**src/rtl/layer_sequencer.sv**
```systemverilog
// Weight-load / inference sequencer driving the weight memory and layer datapath.
// Optional abort input enabled by defining LAYER_SEQ_ABORT_EN.
module layer_sequencer #(
    parameter int BIT_SIZE     = 16,
    parameter int LAYER_SIZE   = 4,
    parameter int LAYER_DEPTH  = 4,
    parameter int LAYER_CYCLES = 4
) (
    input  logic                           clk,
    input  logic                           rst,
`ifdef LAYER_SEQ_ABORT_EN
    input  logic                           abort,
`endif
    input  logic                           load_start,
    input  logic                           run_start,
    input  logic                           w_valid,
    input  logic [BIT_SIZE-1:0]            w_data,
    output logic                           w_ready,
    output logic                           mem_write,
    output logic [$clog2(LAYER_DEPTH)-1:0] mem_layer,
    output logic [$clog2(LAYER_SIZE)-1:0]  mem_node,
    output logic [BIT_SIZE-1:0]            mem_w_in,
    output logic                           input_select,
    output logic                           layer_en,
    output logic                           busy,
    output logic                           load_done,
    output logic                           run_done
);
    localparam int LW = $clog2(LAYER_DEPTH);
    localparam int NW = $clog2(LAYER_SIZE);
    localparam int CW = (LAYER_CYCLES > 1) ? $clog2(LAYER_CYCLES) : 1;

    typedef enum logic [1:0] {S_IDLE, S_LOAD, S_RUN} state_t;

    state_t              r_state, w_next;
    logic [LW+NW-1:0]    r_beat;       // {layer,node} load counter, layer-major
    logic [CW-1:0]       r_cyc;
    logic                r_mem_write;
    logic [LW-1:0]       r_mem_layer;
    logic [NW-1:0]       r_mem_node;
    logic [BIT_SIZE-1:0] r_mem_w_in;
    logic                r_load_done;
    logic                r_run_done;

    logic w_abort, w_accept, w_last_beat, w_layer_end, w_last_layer;

`ifdef LAYER_SEQ_ABORT_EN
    assign w_abort = abort && (r_state != S_IDLE);
`else
    assign w_abort = 1'b0;
`endif

    assign w_accept     = (r_state == S_LOAD) && w_valid;
    assign w_last_beat  = w_accept && (&r_beat);
    assign w_layer_end  = (r_state == S_RUN) && (r_cyc == CW'(LAYER_CYCLES - 1));
    assign w_last_layer = w_layer_end && (&r_mem_layer);

    always_comb begin
        w_next = r_state;
        case (r_state)
            S_IDLE: begin
                // Load wins a tie; the run request is dropped, not queued.
                if (load_start)     w_next = S_LOAD;
                else if (run_start) w_next = S_RUN;
            end
            S_LOAD:  if (w_last_beat)  w_next = S_IDLE;
            S_RUN:   if (w_last_layer) w_next = S_IDLE;
            default: w_next = S_IDLE;
        endcase
        if (w_abort) w_next = S_IDLE;
    end

    // NOTE: all state uses non-blocking assignments so every register samples pre-edge values.
    always_ff @(posedge clk or posedge rst) begin
        if (rst) r_state <= S_IDLE;
        else     r_state <= w_next;
    end

    always_ff @(posedge clk or posedge rst) begin
        if (rst) begin
            r_beat      <= '0;
            r_cyc       <= '0;
            r_mem_write <= 1'b0;
            r_mem_layer <= '0;
            r_mem_node  <= '0;
            r_mem_w_in  <= '0;
            r_load_done <= 1'b0;
            r_run_done  <= 1'b0;
        end else begin
            r_mem_write <= 1'b0;
            r_load_done <= 1'b0;
            r_run_done  <= 1'b0;
            if (w_abort) begin
                r_beat      <= '0;
                r_cyc       <= '0;
                r_mem_layer <= '0;
                r_mem_node  <= '0;
                r_mem_w_in  <= '0;
            end else begin
                case (r_state)
                    S_IDLE: begin
                        r_beat <= '0;
                        r_cyc  <= '0;
                        if (w_next == S_RUN) begin
                            r_mem_layer <= '0;
                            r_mem_node  <= '0;
                        end
                    end
                    S_LOAD: begin
                        if (w_accept) begin
                            r_mem_write               <= 1'b1;
                            r_mem_w_in                <= w_data;
                            {r_mem_layer, r_mem_node} <= r_beat;
                            r_beat                    <= r_beat + 1'b1;
                            r_load_done               <= w_last_beat;
                        end
                    end
                    S_RUN: begin
                        if (w_layer_end) begin
                            r_cyc <= '0;
                            if (&r_mem_layer) begin
                                r_mem_layer <= '0;
                                r_run_done  <= 1'b1;
                            end else begin
                                r_mem_layer <= r_mem_layer + 1'b1;
                            end
                        end else begin
                            r_cyc <= r_cyc + 1'b1;
                        end
                    end
                    default: ;
                endcase
            end
        end
    end

    assign w_ready      = (r_state == S_LOAD);
    assign layer_en     = (r_state == S_RUN);
    assign busy         = (r_state != S_IDLE);
    assign input_select = (r_state != S_RUN) || (r_mem_layer == '0);
    assign mem_write    = r_mem_write;
    assign mem_layer    = r_mem_layer;
    assign mem_node     = r_mem_node;
    assign mem_w_in     = r_mem_w_in;
    assign load_done    = r_load_done;
    assign run_done     = r_run_done;
endmodule

```
**config.mk**
```make
export PLATFORM = sky130hd
export DESIGN_NAME = layer_sequencer
export DESIGN_NICKNAME = d
export VERILOG_FILES = /design/src/rtl/layer_sequencer.sv
export SDC_FILE = /design/constraint.sdc
export NUM_CORES = 1
export LEC_CHECK = 0
export BUFFER_PORTS_ARGS = -buffer_cell sky130_fd_sc_hd__buf_2
export CORE_UTILIZATION = 50
export DETAILED_ROUTE_END_ITERATION = 12
export PLACE_DENSITY = 0.79
export SYNTH_ARGS = -nofsm -noshare
export SYNTH_HDL_FRONTEND = slang
export SYNTH_SLANG_ARGS = --single-unit
export TNS_END_PERCENT = 20
```
**constraint.sdc**
```tcl
create_clock -name clk -period 2.2 [get_ports clk]
set_input_delay 0.44 -clock clk [delete_from_list [all_inputs] [get_ports clk]]
set_output_delay 0.44 -clock clk [all_outputs]
set_load 0.005 [all_outputs]
```
# Yosys cells after proc, flatten, opt, wreduce, memory -nomap -nowiden
# Cells that the tools add are included.
[word_totals]
register_bits = 31
inputBits = 21
output_inout_bits = 27
word_cells = 60
[op_classes]
add_sub_neg = 3
n_eq_ne = 8
mux = 23
reduce_logical = 17
[op_table]
columns = ["cell", "count"]
rows = [
  ["two-way mux 2 bit", 10],
  ["case mux 2 bit (3 select lines)", 2],
  ["case mux 2 bit (2 select lines)", 2],
  ["case mux 4 bit (2 select lines)", 1],
  ["AND reduction 4 bit", 2],
  ["two-way mux 1 bit", 7],
  ["== test 2 bit, second input constant", 3],
  ["AND reduction 2 bit", 3],
  ["nonzero test 2 bit", 3],
  ["adder 2 x 1 -> 2 bit, second input constant", 2],
  ["adder 4 x 1 -> 4 bit, second input constant", 1],
  ["logical AND 1 bit", 4],
  ["logical NOT 2 bit", 2],
  ["two-way mux 4 bit", 1],
  ["inequality test 2 x 1 -> 1 bit, second input constant", 2],
  ["inequality test 2 bit, second input constant", 2],
  ["AND reduction 3 bit", 1],
  ["nonzero test 3 bit", 1],
  ["== test 2 x 1 -> 1 bit, second input constant", 1],
  ["logical OR 1 bit", 1],
]

# Longest topological paths before layout
# Gate-level depths: netlist of run 1.
[depth]
ltp_word = 8
depth_mapped = 8
mapped_depth_nobuf = 7

# Worst setup path after synthesis of run 1
# No wires, ideal clock.
[synth_path]
path_type = "register -> register"
from = "register r_state[0]"
to = "register r_mem_layer[0] (netlist: mem_layer[0])"
setup_ps = 123
arrival_ps = 1647
required_ps = 2077
slack_ps = 430
stages_incl_launch_ff = 9
path_buffers = 1
period_less_slack_ps = 1770
cell_sequence = "dfrtp_1 inv_1 ha_1 buf_6 nand3b_4 a211o_1 o31ai_4 nand2_2 mux2i_1"
[synth_via]
elab_chain_len = 8
word_cells_on_any_way = 19
classes_between = "6 x eq/ne; 6 x mux; 7 x reduce/logical"
[synth_lines]
columns = ["element", "line_no", "rtl"]
rows = [
  ["from (decl)", "35", "state_t r_state, w_next;"],
  ["from (signal assigned)", "76", "else r_state <= w_next;"],
  ["== test 2 bit or == test 2 x 1 -> 1 bit (tied branches)", "n/a", ""],
  ["logical AND 1 bit, on equally long branches", "55, 53", ""],
  ["logical AND 1 bit, on equally long branches", "56, 54", ""],
  ["two-way mux 2 bit, on equally long branches", "67, 66", ""],
  ["case mux 2 bit (3 select lines)", "60", "case (r_state)"],
  ["== test 2 bit", "104", "if (w_next == S_RUN) begin"],
  ["inequality test 2 bit (no source line)", "n/a", ""],
  ["AND reduction 4 bit (no source line)", "n/a", ""],
  ["to (signal assigned)", "113", "{r_mem_layer, r_mem_node} <= r_beat;"],
  ["to (signal assigned)", "125", "r_mem_layer <= r_mem_layer + 1'b1;"],
  ["to (decl)", "39", "logic [LW-1:0] r_mem_layer;"],
]
# Parallel ways exist; a longest one is shown, timed or not.
# A chain may end at the register's enable or synchronous reset.

# Worst setup path in the final report of run 1
[layout_path]
from = "register r_state[1]"
to = "register r_mem_node[0] (netlist: mem_node[0])"
[layout_via]
elab_chain_len = 8
word_cells_on_any_way = 18
classes_between = "5 x eq/ne; 6 x mux; 7 x reduce/logical"
[layout_lines]
columns = ["element", "line_no", "rtl"]
rows = [
  ["== test 2 bit or == test 2 x 1 -> 1 bit (tied branches)", "n/a", ""],
  ["logical AND 1 bit, on equally long branches", "55, 53", ""],
  ["logical AND 1 bit, on equally long branches", "56, 54", ""],
  ["two-way mux 2 bit, on equally long branches", "67, 66", ""],
  ["case mux 2 bit (3 select lines)", "60", ""],
  ["== test 2 bit", "104", ""],
  ["inequality test 2 bit (no source line)", "n/a", ""],
  ["AND reduction 3 bit (no source line)", "n/a", ""],
  ["to (signal assigned)", "113", ""],
  ["to (decl)", "40", "logic [NW-1:0] r_mem_node;"],
]
# Parallel ways exist; a longest one is shown, timed or not.

==> impl_metrics.py, run 1 <==
metrics = {
    "sta": {
        "setup-tns-final_ns": 0,
        "period_needed_ns": 1.98,
        "setup_viol": 0,
        "fin_skew_ns": 0.00286,
        "rsz0062_at_grt": "no",
        "period_share_pct": 90.0,
        "hold_viol": 0,
        "tightest_slew_ns": 0.371,
        "fmax_mhz": 505,
        "slew-limit-headroom_pct": 75.3,
        "maxSlewViolCount": 0,
    },
    "layout": {
        "fillers": 224,
        "syn_to_final_growth_pct": 23.0,
        "num_antenna_cells": 0,
        "layout-drive-gt1-share_pct": 45.8,
        "fin_nets": 205,
    },
    "synthesis": {
        "yosysSeqAreaShare_pct": 52.1,
        "synth_top_area_cell": "dfrtp_1",
        "synth_edf_count": 0,
        "avgSynthCellArea_um2": 12.0,
        "syn_area_mm2": 0.00149,
        "synthMuxAreaShare_pct": 14.9,
        "syn_inst": 124,
        "synth_compound_area_share_pct": 9.76,
        "synth_flop_cell": "dfrtp_1",
        "synth_area_leaders": "dfrtp_1 (52%), mux2_2 (13%), ha_1 (6.7%)",
        "ys_ff_latch": 31,
        "synth-xor-area-share_pct": 0.589,
        "yosysWarnings": 0,
        "synth-simple-area-share_pct": 12.1,
        "synth.top_cell.area_share_pct": 52.1,
        "synth_adder_area_share_pct": 6.73,
        "ys_types": 31,
        "synth_top_family_by_area": "multiplexers",
        "ys_async_sr_fraction_pct": 100,
        "syn_nets": 153,
    },
    "clock_tree": {
        "clockBufferDepth": 2,
        "ctsRootBufferMaster": "clkbuf_4",
        "clk_pin_slew_ns": 0.09,
        "htreeDepth": 2,
        "cts_tree": "yes",
        "cts_buffers": 5,
        "clock-sinks": 31,
        "clkLatencyLatePin_ns": 0.33,
    },
    "global_route": {
        "grt_use_total_pct": 20.7,
        "grt_pass1_wl_mm": 4.95,
        "grt_max_degree": 32,
        "grt_pass1_vias": 1117,
        "antenna_found_initial": 0,
        "gr-total-overflow": 0,
    },
    "worst_hold_path": {
        "hp-class": "in -> async",
    },
    "routing": {
        "wl_per_cell_um": 13.8,
        "viasPerCell": 5.59,
        "drc": 0,
        "drtIter0Drc": 26,
        "firstDrtPassIters": 4,
        "via_count": 1162,
        "wirelength_mm": 2.87,
        "ant_nets": 0,
    },
    "status": {
        "status": "complete, no violations",
    },
    "die": {
        "core_mm2": 0.00278,
        "rows": 19,
        "io_pins": 48,
        "die_height_um": 56.5,
        "die_x_um": 56.5,
        "start_util_pct": 53.5,
        "die_area_mm2": 0.00320,
    },
    "placement": {
        "dp.final_hpwl_mm": 2.12,
        "portBuffers": 47,
        "gp_congestion": 0.858,
    },
    "worst_setup_path": {
        "worstPathMaxFanout": 11,
        "start_kind": "register",
        "crit_arrival_ns": 2.20,
        "path_class": "reg -> reg",
        "cp-end-kind": "register",
        "critical_path_required_ns": 2.42,
    },
    "power": {
        "vdd_drop_max_mv": 0.928,
        "p_total_w": 0.00229,
        "p_leak_nw": 0.941,
        "power_density_mw_per_mm2": 1250,
    },
    "flow_run": {
        "maxCapViolCount": 0,
    },
}
[area by class of cell]
cell class | instances | area [µm²] | share of cell area (%)
flip-flops and latches | 31 | 776 | 42.4
inverters | 7 | 26.3 | 1.44
repair buffers | 50 | 258 | 14.1
clock inverters | 1 | 7.51 | 0.410
clock buffers | 7 | 65.1 | 3.56
well taps | 31 | 38.8 | 2.12
multi-input cells | 81 | 658 | 36.0
[layer usage]
metal | up-vias | GRT usage [%] | share of wire, %
met5 | - | 0 | 0
met4 | 0 | 6.97 | 1.5
met3 | 4 | 8.06 | 6.9
met2 | 45 | 34.3 | 50
met1 | 569 | 24.4 | 41
li1 | 544 | - | -
[per-stage QoR]
stage	std cells	area, µm²	utilization, %	setup WS, ns	hold slack (ns)
2_1_floorplan	124	1490	-	0.430	0.467
5_1_grt	208	1830	65.8	0.0870	0.205
3_5_place_dp	200	1750	63.1	0.134	0.492
3_3_place_gp	200	1750	63.1	0.192	0.485
6_report	208	1830	65.8	0.220	0.171
4_1_cts	208	1830	65.7	0.108	0.182
[report_power, final]
group	internal, W	switching (W)
Clock	0.000187	0.000194
Sequential	0.000796	0.000147
Combinational	0.000504	0.000462
[cell usage in the layout (no fill, tap or decap)]
cell type,instances
buf_2,47
dfrtp_1,31
mux2_2,17
nand2_1,9
nor2_1,7
inv_1,7
ha_1,7
o21ai_0,6
clkbuf_4,5
a22o_1,3
and3_1,3
mux2i_1,3
buf_4,3
nor2b_1,2
nor3_1,2
a211o_1,2
nand4_1,2
a21oi_1,2
a31oi_1,2
nand3_1,2
clkbuf_8,2
nand3b_4,1
and3b_2,1
a31o_2,1
o31ai_4,1
nand2_2,1
and2_1,1
nor3b_1,1
a311o_1,1
a221oi_1,1
nand2b_1,1
xnor2_1,1
ha_2,1
clkinvlp_4,1
[state kept, by name (all words and copies together) (netlist names)]
name / count
r_beat: 4
load_done: 1
mem_node: 2
mem_layer: 2
mem_write: 1
r_cyc: 2
mem_w_in: 16
r_state: 2
run_done: 1
[final timing paths]
path / startpoint / endpoint / slack [ns] / cells after the start
worst max-delay path: r_state[1] / mem_node[0] / 0.22 / 7
worst min-delay path: rst / r_beat[3] / 0.17 / 3
worst max register to register: r_state[1] / mem_node[0] / 0.22 / 7
worst min register to register: mem_w_in[4] / mem_w_in[4] / 0.51 / 1
max in group asynchronous: rst / mem_layer[1] / 1.76 / 3
min in group clk: w_data[6] / mem_w_in[6] / 0.33 / 2
[cell families after synthesis]
family	Yosys count
DFF	31
muxes	20
AOI/OAI and AO/OA	19
adders and majority gates	8
xor gates and xnor gates	1
buffers and inverters	12
and+or+nand+nor	33
[critical path, stage by stage, from the launching register on]
cell	delay [ns]
dfrtp_1	0.42
inv_1	0.12
ha_2	0.34
nor2b_1	0.31
a21oi_1	0.14
nor2_1	0.15
a31oi_1	0.10
a311o_1	0.28
[cell usage after synthesis (2+ instances only)]
library cell and number:
a31oi_1 2, nor2_1 7, nor2b_1 2, a22o_1 3, nand4_1 2, buf_2 3, inv_1 7, a211o_1 2
nand3_1 2, o21ai_0 6, nand2_1 9, a21oi_1 2, dfrtp_1 31, mux2i_1 3, ha_1 8, mux2_2 17
and3_1 3, nor3_1 2
[timing repair]
action | 4_1_cts | 5_1_grt
setup endpoints to repair | 0 | 4
buffers inserted | 0 | 0
hold buffers | 0 | 0
hold endpoints to repair | 0 | 0
resized for setup | 0 | 1
Note: power is estimated with default switching activity, not from simulation.
==> inputs of run 2 (changes only) <==
Clock period 2.2 ns to 2.05 ns, I/O delays scaled along.
==> impl_metrics.py, run 2 (synthesis gave the netlist of run 1 again) <==
metrics = {
    "status": {
        "status": "complete, no violations",
    },
    "die": {
        "die_x_um": 56.5,
        "die_area_mm2": 0.00320,
        "start_util_pct": 53.5,
        "io_pins": 48,
        "rows": 19,
        "die_height_um": 56.5,
        "core_mm2": 0.00278,
    },
    "global_route": {
        "antenna_found_initial": 0,
        "grt_max_degree": 32,
        "grt_pass1_vias": 1204,
        "grt_pass1_wl_mm": 5.10,
        "grt_use_total_pct": 21.0,
        "gr-total-overflow": 0,
    },
    "worst_setup_path": {
        "max_stage_delay_ns": 0.45,
        "path_class": "reg -> reg",
        "slowest_stage": "dfrtp_1",
        "path_buf_inv": 1,
        "cp-end-kind": "register",
        "reg2reg_slack_ns": 0.1,
        "crit_arrival_ns": 2.17,
        "crit_chain": "inv_1, ha_1, and3b_2, a31o_2, nor2_1, a31oi_1, a311o_1",
        "critical_path_required_ns": 2.27,
        "path_delay_family": "compound AO/OA/AOI/OAI gates",
        "worstPathMaxFanout": 6,
        "start_kind": "register",
    },
    "clock_tree": {
        "ctsRootBufferMaster": "clkbuf_4",
        "htreeDepth": 2,
        "cts_buffers": 5,
        "clk_pin_slew_ns": 0.09,
        "cts_hold_buffers": 0,
        "cts-resized-gates": 0,
        "cts_tree": "yes",
        "clock-sinks": 31,
        "clockBufferDepth": 2,
        "cts_setup_buffers": 0,
        "clkLatencyLatePin_ns": 0.33,
    },
    "routing": {
        "viasPerCell": 5.55,
        "firstDrtPassIters": 4,
        "via_count": 1172,
        "ant_nets": 0,
        "wirelength_mm": 2.95,
        "drtIter0Drc": 22,
        "drc": 0,
        "wl_per_cell_um": 14.0,
    },
    "layout": {
        "largest_reg_flops": 16,
        "layout-drive-gt1-share_pct": 45.6,
        "fin_nets": 208,
        "syn_to_final_growth_pct": 24.1,
        "num_antenna_cells": 0,
        "mostFrequentLayoutCells": "buf_2 (47), dfrtp_1 (31), mux2_2 (17)",
        "layout_commonest_cell": "buf_2",
    },
    "power": {
        "p_comb_share_pct": 43.2,
        "seqPwrFrac_pct": 40.9,
        "p_total_w": 0.00249,
        "clock_power_share_pct": 15.9,
        "p_leak_nw": 0.958,
        "switchingPower_w": 0.000872,
        "swShare_pct": 35.0,
        "p_int_w": 0.00162,
        "vdd_drop_max_mv": 1.08,
        "power_density_mw_per_mm2": 1350,
    },
    "sta": {
        "rsz0062_at_grt": "no",
        "maxSlewViolCount": 0,
        "fmax_mhz": 512,
        "period_needed_ns": 1.95,
        "hold_viol": 0,
        "setup_viol": 0,
        "tightest_slew_ns": 0.372,
        "setup-tns-final_ns": 0,
        "period_share_pct": 95.4,
        "slew-limit-headroom_pct": 75.2,
        "fin_skew_ns": 0.00487,
    },
    "worst_hold_path": {
        "hp-class": "in -> async",
    },
    "flow_run": {
        "maxCapViolCount": 0,
    },
    "placement": {
        "dp.final_hpwl_mm": 2.30,
        "gp_congestion": 0.840,
        "portBuffers": 47,
    },
}
-- run 2: cell types whose count changed in the layout (fill, tap and decap cells not counted), sizes merged --
cell,before,now
clkinvlp,1,0
clkbuf,7,8
buf,50,53
-- run 2: metal layers --
metal  wire length (µm)  track usage [%]  vias to the layer above
met1               1170             24.2                      569
met3                179             6.45                        8
li1                   -                -                      549
met5                  0                0                        -
met4                 68             9.76                        0
met2               1540             35.5                       46
-- run 2: layout make-up --
cell class                 count  area, µm²
sequential                    31        776
inverter                       7       26.3
fill                         225        936
clock buffer                   8       68.8
timing repair buffer          53        280
tap                           31       38.8
multi-input combinational     81        656
-- run 2: worst paths after layout --
check                             from     endpoint  depth (start not counted)
min in group clk             w_data[9]  mem_w_in[9]                          2
max in group asynchronous          rst    r_beat[3]                          3
min                                rst  mem_w_in[7]                          3
min reg2reg                mem_w_in[9]  mem_w_in[9]                          1
max reg2reg                 r_state[0]  mem_node[0]                          7
max                         r_state[0]  mem_node[0]                          7
-- run 2: through the flow --
| stage | instance area, µm² | util [%] | hold slack (ns) | instances | setup slack, ns |
|---|---|---|---|---|---|
| 3_3_place_gp | 1780 | 63.9 | 0.485 | 203 | 0.222 |
| 5_1_grt | 1850 | 66.4 | 0.157 | 211 | 0.0226 |
| 6_report | 1850 | 66.4 | 0.136 | 211 | 0.0951 |
| 4_1_cts | 1850 | 66.4 | 0.128 | 211 | 0.102 |
| 2_1_floorplan | 1490 | - | 0.467 | 124 | 0.280 |
| 3_5_place_dp | 1780 | 63.9 | 0.492 | 203 | 0.127 |
-- run 2: power by group through the flow --
stage / combinational [W] / clock [W] / sequential [W]
2_1_floorplan: 0.000673 / 0 / 0.00102
3_3_place_gp: 0.00103 / 0 / 0.00100
3_5_place_dp: 0.00108 / 0 / 0.00103
4_1_cts: 0.00109 / 0.000411 / 0.00102
5_1_grt: 0.00119 / 0.000436 / 0.00105
6_report: 0.00108 / 0.000395 / 0.00102
-- run 2: worst min-delay path, stage by stage --
cell	delay [ns]
buf_2	0.09
inv_1	0.04
buf_4	0.34
==> inputs of run 3 (changes only) <==
Settings changed: BUFFER_PORTS_ARGS -buffer_cell sky130_fd_sc_hd__buf_2 to not set, CORE_UTILIZATION 50 to 55, CTS_BUF_LIST set to sky130_fd_sc_hd__clkbuf_8, DONT_BUFFER_PORTS set to 1, PLACE_DENSITY 0.79 to 0.7.
==> impl_metrics.py, run 3 (synthesis gave the netlist of run 1 again) <==
metrics = {
    "routing": {
        "via_count": 967,
        "viasPerCell": 5.93,
        "drtIter0Drc": 22,
        "wl_per_cell_um": 16.3,
        "ant_nets": 0,
        "firstDrtPassIters": 4,
        "wirelength_mm": 2.66,
        "drc": 0,
    },
    "power": {
        "p_leak_nw": 0.775,
        "power_density_mw_per_mm2": 1440,
        "vdd_drop_max_mv": 0.792,
    },
    "clock_tree": {
        "clkLatencyLatePin_ns": 0.28,
        "clk_pin_slew_ns": 0.06,
        "ctsRootBufferMaster": "clkbuf_8",
        "cts_buffers": 5,
        "cts-resized-gates": 0,
        "cts_hold_buffers": 0,
        "clock-sinks": 31,
        "cts_tree": "yes",
        "clockBufferDepth": 2,
        "cts_setup_buffers": 0,
        "htreeDepth": 2,
    },
    "status": {
        "status": "complete, no violations",
    },
    "layout": {
        "fin_nets": 162,
        "num_antenna_cells": 0,
        "layout-drive-gt1-share_pct": 27.8,
        "layout_commonest_cell": "dfrtp_1",
        "mostFrequentLayoutCells": "dfrtp_1 (30), mux2_2 (17), nand2_1 (9)",
        "fillers": 217,
        "seq_area_um2": 777,
        "multi_input_area_um2": 656,
        "largest_reg_flops": 16,
        "finalCoreUtilization_pct": 64.9,
        "syn_to_final_growth_pct": 10.0,
    },
    "placement": {
        "portBuffers": 0,
        "place_ws_ns": 0.182,
        "dp.final_hpwl_mm": 2.00,
        "gp_congestion": 0.854,
    },
    "sta": {
        "setup_viol": 0,
        "fmax_mhz": 533,
        "tightest_slew_ns": 0.382,
        "maxSlewViolCount": 0,
        "setup-tns-final_ns": 0,
        "slew-limit-headroom_pct": 74.6,
        "period_share_pct": 91.6,
        "setup_ws_ns": 0.173,
        "hold_viol": 0,
        "period_needed_ns": 1.88,
        "rsz0062_at_grt": "no",
        "fin_skew_ns": 0.00581,
    },
    "die": {
        "die_area_mm2": 0.00292,
        "die_x_um": 54.0,
        "core_mm2": 0.00252,
        "start_util_pct": 59.0,
        "rows": 18,
        "io_pins": 48,
        "die_height_um": 54.0,
    },
    "global_route": {
        "grt_use_total_pct": 20.6,
        "grt_max_degree": 32,
        "antenna_found_initial": 0,
        "gr-total-overflow": 0,
        "grt_pass1_vias": 952,
        "grt_pass1_wl_mm": 4.04,
    },
    "worst_setup_path": {
        "worstPathMaxFanout": 6,
        "crit_arrival_ns": 2.07,
        "cp-end-kind": "register",
        "path_class": "reg -> reg",
        "start_kind": "register",
        "critical_path_required_ns": 2.24,
    },
    "flow_run": {
        "maxCapViolCount": 0,
    },
    "worst_hold_path": {
        "hp-class": "in -> async",
    },
}
==> run 3: final timing paths <==
check | cells past startpoint | start | end | slack, ns
hold / removal | 2 | rst | mem_node[0] | 0.1
setup / recovery | 7 | r_state[0] | mem_layer[0] | 0.17
setup reg to reg | 7 | r_state[0] | mem_layer[0] | 0.17
min in group clk | 2 | load_start | r_state[0] | 0.27
max in group asynchronous | 2 | rst | r_state[0] | 1.66
hold reg to reg | 1 | r_cyc[1] | r_cyc[1] | 0.51
==> run 3: final cells by class <==
cell class                      count  area share, %
Clock buffer                        6           5.05
Clock inverter                      1          0.306
Inverter                            7           1.61
Multi-Input combinational cell     81           40.1
Sequential cell                    31           47.5
Tap cell                           30           2.29
Timing Repair Buffer                7           3.21
==> run 3: worst max-delay path, cell delays in order (launching register included) <==
cell      delay [ns]
dfrtp_2         0.44
inv_1           0.10
ha_1            0.24
nand3b_4        0.08
a211o_1         0.33
o31ai_4         0.31
nand2_2         0.11
mux2i_1         0.19
==> run 3: per-layer routing <==
metal	vias to the layer above	part of all wire, %	global-route usage [%]
met3	4	5.3	6.21
met2	32	54	35.2
met5	-	0	0
met1	483	39	23.1
met4	0	1.4	10.3
li1	448	-	-
==> run 3: where the power goes <==
part	total, W	internal [W]	switching, W
logic	0.000824	0.000419	0.000405
registers	0.00107	0.000861	0.000204
clock network	0.000468	0.000263	0.000205
total	0.00236	0.00154	0.000814
==> run 3: metrics by stage <==
stage	power [W]	hold WS, ns	cells	area (µm²)
after floorplan	0.00169	0.467	124	1490
after global placement	0.00187	0.398	156	1550
after detailed placement	0.00191	0.401	156	1550
after CTS	0.00239	0.103	163	1640
after global routing	0.00252	0.132	163	1640
final	0.00236	0.0971	163	1640
